File: src/rtl/lc3_ctrl_fsm_p.sv
// LC-3 microsequencer with READY-gated memory states, bounded wait timeout, interrupt entry and RTI.
// State, wait counter and the sticky error flag are the only flops; every strobe decodes from the current state.
module lc3_ctrl_fsm_p #(
    parameter int DATA_W       = 16,
    parameter int MEM_WAIT_MAX = 15,
    parameter int INT_EN       = 1,
    parameter int CNT_W        = 4
) (
    input  logic              CLK,
    input  logic              RESET,
    input  logic              READY,
    input  logic [DATA_W-1:0] IR,
    input  logic              N,
    input  logic              Z,
    input  logic              P,
    input  logic              INT_REQ,
    output logic              LD_MAR,
    output logic              LD_MDR,
    output logic              LD_IR,
    output logic              LD_PC,
    output logic              LD_REG,
    output logic              LD_BEN,
    output logic              LD_CC,
    output logic              GateMARMUX,
    output logic              GateMDR,
    output logic              GateALU,
    output logic              GatePC,
    output logic              MARMUXsel,
    output logic              ADDR1MUXsel,
    output logic [1:0]        ADDR2MUXsel,
    output logic [1:0]        PCMUXsel,
    output logic [1:0]        SR1MUXsel,
    output logic [1:0]        DRMUXsel,
    output logic [1:0]        ALUK,
    output logic              MEM_EN,
    output logic              MEM_WE,
    output logic              INT_ACK,
    output logic              MEM_ERR,
    output logic              HALTED
);

    typedef enum logic [5:0] {
        S_BR1    = 6'd0,  S_ADD    = 6'd1,  S_LD     = 6'd2,  S_ST     = 6'd3,
        S_JSR    = 6'd4,  S_AND    = 6'd5,  S_LDR    = 6'd6,  S_STR    = 6'd7,
        S_RTI    = 6'd8,  S_NOT    = 6'd9,  S_LDI1   = 6'd10, S_STI1   = 6'd11,
        S_JMP    = 6'd12, S_LEA    = 6'd14, S_TRAP1  = 6'd15, S_MEM22  = 6'd16,
        S_FETCH1 = 6'd18, S_JSR0   = 6'd20, S_JSR1   = 6'd21, S_BR2    = 6'd22,
        S_MEM21  = 6'd23, S_LDI2   = 6'd24, S_MEM11  = 6'd25, S_LDI3   = 6'd26,
        S_MEM12  = 6'd27, S_TRAP2  = 6'd28, S_STI2   = 6'd29, S_STI3   = 6'd30,
        S_TRAP3  = 6'd31, S_DECODE = 6'd32, S_FETCH2 = 6'd33, S_FETCH3 = 6'd35,
        S_INT1   = 6'd49, S_INT2   = 6'd50, S_ERR    = 6'd63
    } state_t;

    state_t           state_q, state_d;
    logic [CNT_W-1:0] cnt_q, cnt_d;
    logic             mem_err_q, mem_err_d;

    logic [3:0] opcode;
    logic       ben;
    logic       in_wait;
    logic       unused_ir;

    assign opcode    = IR[DATA_W-1 -: 4];
    assign ben       = (IR[11] & N) | (IR[10] & Z) | (IR[9] & P);
    assign in_wait   = state_q inside {S_FETCH2, S_TRAP2, S_LDI2, S_MEM11, S_STI2, S_MEM22};
    assign unused_ir = ^IR;
    assign MEM_ERR   = mem_err_q;

    always_ff @(posedge CLK or posedge RESET) begin
        if (RESET) begin
            state_q   <= S_FETCH1;
            cnt_q     <= '0;
            mem_err_q <= 1'b0;
        end else begin
            state_q   <= state_d;
            cnt_q     <= cnt_d;
            mem_err_q <= mem_err_d;
        end
    end

    always_comb begin
        state_d     = state_q;
        cnt_d       = '0;
        mem_err_d   = mem_err_q;
        LD_MAR      = 1'b0;
        LD_MDR      = 1'b0;
        LD_IR       = 1'b0;
        LD_PC       = 1'b0;
        LD_REG      = 1'b0;
        LD_BEN      = 1'b0;
        LD_CC       = 1'b0;
        GateMARMUX  = 1'b0;
        GateMDR     = 1'b0;
        GateALU     = 1'b0;
        GatePC      = 1'b0;
        MARMUXsel   = 1'b0;
        ADDR1MUXsel = 1'b0;
        ADDR2MUXsel = 2'b00;
        PCMUXsel    = 2'b00;
        SR1MUXsel   = 2'b00;
        DRMUXsel    = 2'b00;
        ALUK        = 2'b00;
        MEM_EN      = 1'b0;
        MEM_WE      = 1'b0;
        INT_ACK     = 1'b0;
        HALTED      = 1'b0;

        case (state_q)
            S_FETCH1: begin
                GatePC = 1'b1; LD_MAR = 1'b1; LD_PC = 1'b1;
                state_d = ((INT_EN != 0) && INT_REQ) ? S_INT1 : S_FETCH2;
            end
            S_FETCH2: begin
                MEM_EN = 1'b1; LD_MDR = 1'b1;
                if (READY) state_d = S_FETCH3;
            end
            S_FETCH3: begin
                GateMDR = 1'b1; LD_IR = 1'b1;
                state_d = S_DECODE;
            end
            S_DECODE: begin
                LD_BEN = 1'b1;
                case (opcode)
                    4'b0001: state_d = S_ADD;
                    4'b0101: state_d = S_AND;
                    4'b1001: state_d = S_NOT;
                    4'b1110: state_d = S_LEA;
                    4'b0000: state_d = S_BR1;
                    4'b1100: state_d = S_JMP;
                    4'b0100: state_d = S_JSR;
                    4'b0010: state_d = S_LD;
                    4'b0110: state_d = S_LDR;
                    4'b1010: state_d = S_LDI1;
                    4'b0011: state_d = S_ST;
                    4'b0111: state_d = S_STR;
                    4'b1011: state_d = S_STI1;
                    4'b1111: state_d = S_TRAP1;
                    4'b1000: state_d = S_RTI;
                    default: state_d = S_FETCH1;
                endcase
            end
            S_ADD, S_AND, S_NOT: begin
                SR1MUXsel = 2'b01; GateALU = 1'b1; LD_REG = 1'b1; LD_CC = 1'b1;
                ALUK = (state_q == S_AND) ? 2'b01 : ((state_q == S_NOT) ? 2'b10 : 2'b00);
                state_d = S_FETCH1;
            end
            S_LEA: begin
                ADDR2MUXsel = 2'b10; MARMUXsel = 1'b1; GateMARMUX = 1'b1;
                LD_REG = 1'b1; LD_CC = 1'b1;
                state_d = S_FETCH1;
            end
            S_BR1: state_d = ben ? S_BR2 : S_FETCH1;
            S_BR2: begin
                ADDR2MUXsel = 2'b10; PCMUXsel = 2'b10; LD_PC = 1'b1;
                state_d = S_FETCH1;
            end
            S_JMP, S_JSR0: begin
                SR1MUXsel = 2'b01; ADDR1MUXsel = 1'b1; PCMUXsel = 2'b10; LD_PC = 1'b1;
                state_d = S_FETCH1;
            end
            S_JSR: begin
                GatePC = 1'b1; DRMUXsel = 2'b01; LD_REG = 1'b1;
                state_d = IR[11] ? S_JSR1 : S_JSR0;
            end
            S_JSR1: begin
                ADDR2MUXsel = 2'b11; PCMUXsel = 2'b10; LD_PC = 1'b1;
                state_d = S_FETCH1;
            end
            // PC-relative and base+offset address generation into MAR.
            S_LD, S_LDI1, S_ST, S_STI1: begin
                ADDR2MUXsel = 2'b10; MARMUXsel = 1'b1; GateMARMUX = 1'b1; LD_MAR = 1'b1;
                state_d = (state_q == S_LD) ? S_MEM11 : (state_q == S_LDI1) ? S_LDI2 :
                          (state_q == S_ST) ? S_MEM21 : S_STI2;
            end
            S_LDR, S_STR: begin
                SR1MUXsel = 2'b01; ADDR1MUXsel = 1'b1; ADDR2MUXsel = 2'b01;
                MARMUXsel = 1'b1; GateMARMUX = 1'b1; LD_MAR = 1'b1;
                state_d = (state_q == S_LDR) ? S_MEM11 : S_MEM21;
            end
            S_MEM11, S_LDI2, S_STI2: begin
                MEM_EN = 1'b1; LD_MDR = 1'b1;
                if (READY) state_d = (state_q == S_MEM11) ? S_MEM12 :
                                     (state_q == S_LDI2) ? S_LDI3 : S_STI3;
            end
            S_MEM12: begin
                GateMDR = 1'b1; LD_REG = 1'b1; LD_CC = 1'b1;
                state_d = S_FETCH1;
            end
            S_LDI3, S_STI3: begin
                GateMDR = 1'b1; LD_MAR = 1'b1;
                state_d = (state_q == S_LDI3) ? S_MEM11 : S_MEM21;
            end
            S_MEM21: begin
                ALUK = 2'b11; GateALU = 1'b1; LD_MDR = 1'b1;
                state_d = S_MEM22;
            end
            S_MEM22: begin
                MEM_EN = 1'b1; MEM_WE = 1'b1;
                if (READY) state_d = S_FETCH1;
            end
            S_TRAP1: begin
                GateMARMUX = 1'b1; LD_MAR = 1'b1;
                state_d = S_TRAP2;
            end
            // R7 capture rides along with the vector read; MDR loads from memory, not the bus.
            S_TRAP2: begin
                MEM_EN = 1'b1; LD_MDR = 1'b1; GatePC = 1'b1; DRMUXsel = 2'b01; LD_REG = 1'b1;
                if (READY) state_d = S_TRAP3;
            end
            S_TRAP3: begin
                GateMDR = 1'b1; PCMUXsel = 2'b01; LD_PC = 1'b1;
                state_d = S_FETCH1;
            end
            S_RTI: begin
                SR1MUXsel = 2'b10; ADDR1MUXsel = 1'b1; PCMUXsel = 2'b10; LD_PC = 1'b1;
                state_d = S_FETCH1;
            end
            S_INT1: begin
                GatePC = 1'b1; DRMUXsel = 2'b01; LD_REG = 1'b1; INT_ACK = 1'b1;
                state_d = S_INT2;
            end
            S_INT2: begin
                PCMUXsel = 2'b11; LD_PC = 1'b1;
                state_d = S_FETCH1;
            end
            S_ERR: HALTED = 1'b1;
            default: state_d = S_FETCH1;
        endcase

        // READY wins over the timeout when both land on the same cycle.
        if (in_wait && !READY) begin
            if ((MEM_WAIT_MAX != 0) && (cnt_q == CNT_W'(MEM_WAIT_MAX))) begin
                state_d   = S_ERR;
                mem_err_d = 1'b1;
            end else begin
                cnt_d = cnt_q + 1'b1;
            end
        end
    end

endmodule

File: config.mk
export PLATFORM = sky130hd
export DESIGN_NAME = lc3_ctrl_fsm_p
export DESIGN_NICKNAME = d
export VERILOG_FILES = /design/src/rtl/lc3_ctrl_fsm_p.sv
export SDC_FILE = /design/constraint.sdc
export NUM_CORES = 1
export LEC_CHECK = 0
export ABC_AREA = 1
export BUFFER_PORTS_ARGS = -buffer_cell sky130_fd_sc_hd__buf_2
export CAP_MARGIN = 20
export CORE_MARGIN = 3
export CORE_UTILIZATION = 44
export CTS_CLUSTER_DIAMETER = 80
export DETAILED_ROUTE_END_ITERATION = 16
export HOLD_SLACK_MARGIN = 0.08
export PLACE_DENSITY = 0.75
export SLEW_MARGIN = 20
export SYNTH_ARGS = -nofsm -noshare
export SYNTH_HDL_FRONTEND = slang
export SYNTH_SLANG_ARGS = --single-unit
File: constraint.sdc
create_clock -name CLK -period 1.5 [get_ports CLK]
set_clock_uncertainty 0.15 [all_clocks]
set_input_delay 0.225 -clock CLK [delete_from_list [all_inputs] [get_ports CLK]]
set_output_delay 0.225 -clock CLK [all_outputs]
set_load 0.01 [all_outputs]
==> results of run 1 <==
-- flip-flops by register name, summed over array words and instances (netlist names) --
register	cells
MEM_ERR	1
cnt_q	4
state_q	6
-- area by class of cell --
type,count,area (um^2),share of cell area
diodes,1,2.502,0.001034
clock buffers,4,26.28,0.01085
flip-flops and latches,11,280.3,0.1158
well taps,30,37.54,0.01550
inverters,34,136.4,0.05633
multi-input cells,167,1130,0.4667
repair buffers,106,808.3,0.3339
-- worst paths after layout --
path / startpoint / end / slack [ps]
max in group asynchronous: RESET / state_q[4]$_DFF_PP1_ / 500
setup / recovery: state_q[1]$_DFF_PP1_ / LD_MAR / -730
setup reg to reg: state_q[5]$_DFF_PP0_ / state_q[4]$_DFF_PP1_ / -600
hold reg to reg: MEM_ERR$_DFFE_PP0P_ / MEM_ERR$_DFFE_PP0P_ / 320
min in group asynchronous: RESET / cnt_q[0]$_DFF_PP0_ / 340
hold / removal: READY / state_q[0]$_DFF_PP0_ / 90
-- synthesized netlist by cell type, types with 2 or more instances --
cell,instances,share of area
o21ai_0,2,0.0079
nand3_2,4,0.032
buf_2,2,0.0079
nor2_2,8,0.039
nor2_1,25,0.074
nand3_1,52,0.21
nand2_1,52,0.15
nand4_1,7,0.035
dfrtp_1,9,0.18
inv_2,8,0.024
a21oi_1,3,0.012
dfstp_2,2,0.041
nor2_4,3,0.027
nor3_1,3,0.012
inv_1,25,0.074
-- cell families (layout without fill, tap and decap cells) --
group,count (synthesis),in the layout,synth area share
simple gates,159,159,0.6174
flops,11,11,0.2189
buf+inv,38,144,0.1243
xor+xnor,1,1,0.006905
other cells,1,2,0.002956
fa+ha+maj,1,1,0.009860
compound gates,5,5,0.01972
-- what timing repair did --
item	4_1_cts	5_1_grt
buffers inserted	16	10
pin swaps	20	9
hold buffers	1	0
cloned	0	0
resized for setup	53	21
endpoints found under the hold margin	9	0
setup endpoints to repair	37	37
-- power breakdown --
part           switching (mW)  internal (mW)  total, mW  leakage, nW
Sequential                  0          0.297      0.297        0.120
Combinational          0.0299         0.0184     0.0483         1.24
Clock                   0.109          0.103      0.212       0.0150
-- metal layers --
layer  vias to the layer above  global-route usage
li1                        916                   -
met2                       241              0.5602
met1                      1028              0.4483
met4                         0              0.1171
met5                         -                   0
met3                        94             0.06695
-- critical path: cells and delay by family (launching register included) --
kind	cells	cell delay, ps
flip-flops	1	710
buffers and inverters	3	290
AND/OR/NAND/NOR	4	580
==> flow_summary.json, run 1 <==
{
  "outcome": "finished with violations",
  "violations": "negative setup slack",
  "fp.dieW_um": 59.70,
  "async_flop_share": 1.000,
  "power_density_nw_per_um2": 230.3,
  "period_needed_ps": 2231,
  "yosysWarningCount": 0,
  "hold_viol": 0,
  "drc": 0,
  "drtPass1Iterations": 5,
  "drv_cap": 0,
  "synth_area_um2": 1269,
  "wl_per_cell_um": 21.45,
  "layout_common_cells": "buf_4, nand2_1, nand3_1",
  "critical_path_class": "flip-flop to output port",
  "hold_class": "primary input to flip-flop",
  "gp_congestion": 0.9315,
  "cp.required_ps": 1120,
  "layout-drive-gt1-share": 0.6056,
  "post_dp_cell_area_um2": 1903,
  "clkTransAtPathRegs_ps": 90,
  "final_cell_area_um2": 2421,
  "cp-start-kind": "flip-flop",
  "antenna_found_initial": 1,
  "nNetsFinal": 347,
  "met2_length_um": 3340,
  "synth_seq_area_share": 0.2189,
  "synth_nets": 240,
  "syn_avg_cell_area_um2": 5.874,
  "dp_slack_ps": -302.6,
  "rr_worst_depth": 12,
  "leakage_nw": 1.375,
  "wl_met1_um": 2615,
  "area_delta_synth_final_pct": 90.83,
  "holdWs_ps": 93.80,
  "vias": 2279,
  "fmax_mhz": 448.3,
  "ant_nets": 0,
  "final_cells": 353,
  "drt-total-wl_um": 7572,
  "ioPinCount": 51,
  "path_cells": "inv_4 -> nor2_4 -> nand3_2 -> nand2_2 -> inv_2 -> nand4_1 -> buf_2",
  "place_inst": 324,
  "overflow": 0,
  "setup_viol": 37,
  "clock_sinks": 11,
  "cp_data_arrival_time_ps": 1860,
  "end_kind": "output port",
  "initial_core_util": 0.4856,
  "final_common_cell": "buf_4",
  "maxSlewViolCount": 0,
  "setup_tns_ps": -20940,
  "ctsRootBufferMaster": "clkbuf_4",
  "drt_iter0_drc": 407,
  "synth_edf_count": 0,
  "n_fill_cell": 103,
  "cpMaxStageDelayCell": "dfstp_2",
  "holdPathStages": 3,
  "synth_flop_cell": "dfrtp_1",
  "fp.dieH_um": 59.70,
  "hpwlAfterDp_um": 3537,
  "clk_latency_ps": 280,
  "ys_ff_latch": 11,
  "cp_max_fo": 7,
  "cts_buffers": 3,
  "finalCritPeriodShare": 1.487,
  "grt_pass1_wl_um": 9259,
  "viasPerCell": 6.456,
  "finish.utilization": 0.9267,
  "worst_ir_drop_vdd_mv": 0.6460,
  "cts_tree": "built",
  "port_buffers": 40,
  "std_cell_rows": 18,
  "wl_met3_um": 951,
  "grt.total_usage": 0.3427,
  "rsz0062_at_grt": "yes",
  "ys_types": 26,
  "grt_pass1_vias": 1919,
  "postSynthCellCount": 216,
  "fin_ws_ps": -730.7,
  "coreArea_um2": 2613,
  "h-tree-depth": 1,
  "slowest_delay_ps": 710,
  "total_power_uw": 557.5,
  "die-area_um2": 3563,
  "cts_buffer_depth": 2,
  "top_layer_used": "met4",
  "grt_max_degree": 13
}
(Power assumes the default switching activity.)
==> inputs of run 2 (changes only) <==
PLACE_DENSITY = 0.88   (was 0.75)
==> flow_summary.json, run 2 (synthesis results as in run 1) <==
{
  "final_cells": 352,
  "p_comb_frac": 0.095,
  "clock_sinks": 11,
  "outcome": "finished with violations",
  "hpwlAfterDp_um": 3520,
  "overflow": 0,
  "dp_slack_ps": -348.8,
  "worst_ir_drop_vdd_mv": 0.8289,
  "cts_buffer_depth": 2,
  "fin_ws_ps": -758.9,
  "cp_max_fo": 8,
  "power.share.clock": 0.391,
  "place_inst": 326,
  "layout-drive-gt1-share": 0.6553,
  "cts_buffers": 3,
  "drc": 0,
  "hold_viol": 0,
  "swShare": 0.2741,
  "grt_max_degree": 12,
  "ant_nets": 0,
  "gp_congestion": 0.9637,
  "area_delta_synth_final_pct": 99.11,
  "ioPinCount": 51,
  "slew_headroom": 0.6502,
  "rsz0062_at_grt": "yes",
  "n_fill_cell": 47,
  "largest_register_ffs": 6,
  "layout_common_cells": "buf_4, nand2_1, buf_2",
  "power_density_nw_per_um2": 228.2,
  "grt_pass1_wl_um": 9094,
  "fp.dieW_um": 59.70,
  "fmax_mhz": 442.7,
  "antennaDiodeCount": 0,
  "drt_iter0_drc": 582,
  "nNetsFinal": 347,
  "port_buffers": 40,
  "cts_tree": "built",
  "multiInputGateArea_um2": 1241,
  "ctsRootBufferMaster": "clkbuf_4",
  "coreArea_um2": 2613,
  "drtPass1Iterations": 6,
  "setup_viol": 37,
  "regMostFlops": "state_q",
  "internal_power_uw": 418.5,
  "critical_path_class": "flip-flop to output port",
  "h-tree-depth": 1,
  "holdPathStages": 3,
  "cp-start-kind": "flip-flop",
  "vias": 2395,
  "finalCritPeriodShare": 1.506,
  "wl_per_cell_um": 24.44,
  "leakage_nw": 1.385,
  "tightestPinTransition_ps": 519.2,
  "antenna_found_initial": 0,
  "die-area_um2": 3563,
  "grt_pass1_vias": 1960,
  "violations": "negative setup slack",
  "rrSetupSlack_ps": -690,
  "hold_class": "primary input to flip-flop",
  "drv_cap": 0,
  "grt.total_usage": 0.3345,
  "period_needed_ps": 2259,
  "clk_latency_ps": 290,
  "drt-total-wl_um": 8603,
  "regArea_um2": 282.8,
  "final_common_cell": "buf_4",
  "cp.required_ps": 1120,
  "fp.dieH_um": 59.70,
  "power.switching_uw": 158.0,
  "cp_data_arrival_time_ps": 1880,
  "p_seq_frac": 0.514,
  "end_kind": "output port",
  "finish.utilization": 0.9670,
  "rr_worst_depth": 10,
  "std_cell_rows": 18,
  "maxSlewViolCount": 0,
  "clkTransAtPathRegs_ps": 90,
  "initial_core_util": 0.4856,
  "viasPerCell": 6.804
}
run 2: power groups by stage:
stage | clock (mW) | combinational [mW] | sequential (mW)
2_1_floorplan | 0 | 0.0189 | 0.302
3_3_place_gp | 0 | 0.0400 | 0.302
3_5_place_dp | 0 | 0.0410 | 0.302
4_1_cts | 0.203 | 0.0431 | 0.297
5_1_grt | 0.245 | 0.0558 | 0.297
6_report | 0.225 | 0.0546 | 0.296
run 2: critical path: stages, from the launching register on:
cell     delay, ps
dfstp_2        590
inv_2           70
nor2_4         210
buf_6          180
nand3_2        120
nand2_2        120
nor2_1          60
nand2_1         90
buf_2          150
run 2: repair_timing:
| action | in CTS | in global routing |
|---|---|---|
| setup endpoints to repair | 37 | 37 |
| gates resized for setup | 33 | 65 |
| pin swaps | 12 | 20 |
| buffers inserted | 11 | 11 |
| hold endpoints to repair | 9 | 0 |
| hold buffers | 1 | 0 |
run 2: routing by layer:
| layer | vias up | global-route usage | routed length, um |
|---|---|---|---|
| li1 | 913 | - | - |
| met1 | 1083 | 0.4229 | 2773 |
| met2 | 285 | 0.5679 | 3738 |
| met3 | 114 | 0.03888 | 1186 |
| met4 | 0 | 0.1456 | 905 |
| met5 | - | 0 | 0 |
run 2: final cells by class:
| cell class | instances | share of cell area |
|---|---|---|
| Multi-Input combinational cell | 167 | 0.4913 |
| Timing Repair Buffer | 106 | 0.3160 |
| Sequential cell | 11 | 0.1119 |
| Inverter | 34 | 0.05547 |
| Tap cell | 30 | 0.01486 |
| Clock buffer | 4 | 0.01040 |
run 2: final timing paths:
check                                startpoint                   end
max reg2reg                state_q[1]$_DFF_PP1_  state_q[1]$_DFF_PP1_
min in group asynchronous                 RESET  state_q[5]$_DFF_PP0_
min                                       READY  state_q[0]$_DFF_PP0_
max                        state_q[4]$_DFF_PP1_           PCMUXsel[1]
max in group asynchronous                 RESET  state_q[0]$_DFF_PP0_
min reg2reg                 MEM_ERR$_DFFE_PP0P_   MEM_ERR$_DFFE_PP0P_
run 2: stage by stage:
| stage | hold WS [ps] | instance area [um^2] | TNS (ps) | power, mW |
|---|---|---|---|---|
| 2_1_floorplan | -73.99 | 1379 | -2275 | 0.3211 |
| 3_3_place_gp | 79.02 | 1918 | -8082 | 0.3422 |
| 3_5_place_dp | 79.82 | 1918 | -8767 | 0.3432 |
| 4_1_cts | 99.74 | 2167 | -15780 | 0.5431 |
| 5_1_grt | 119.2 | 2526 | -24940 | 0.5970 |
| 6_report | 125.6 | 2526 | -23380 | 0.5765 |
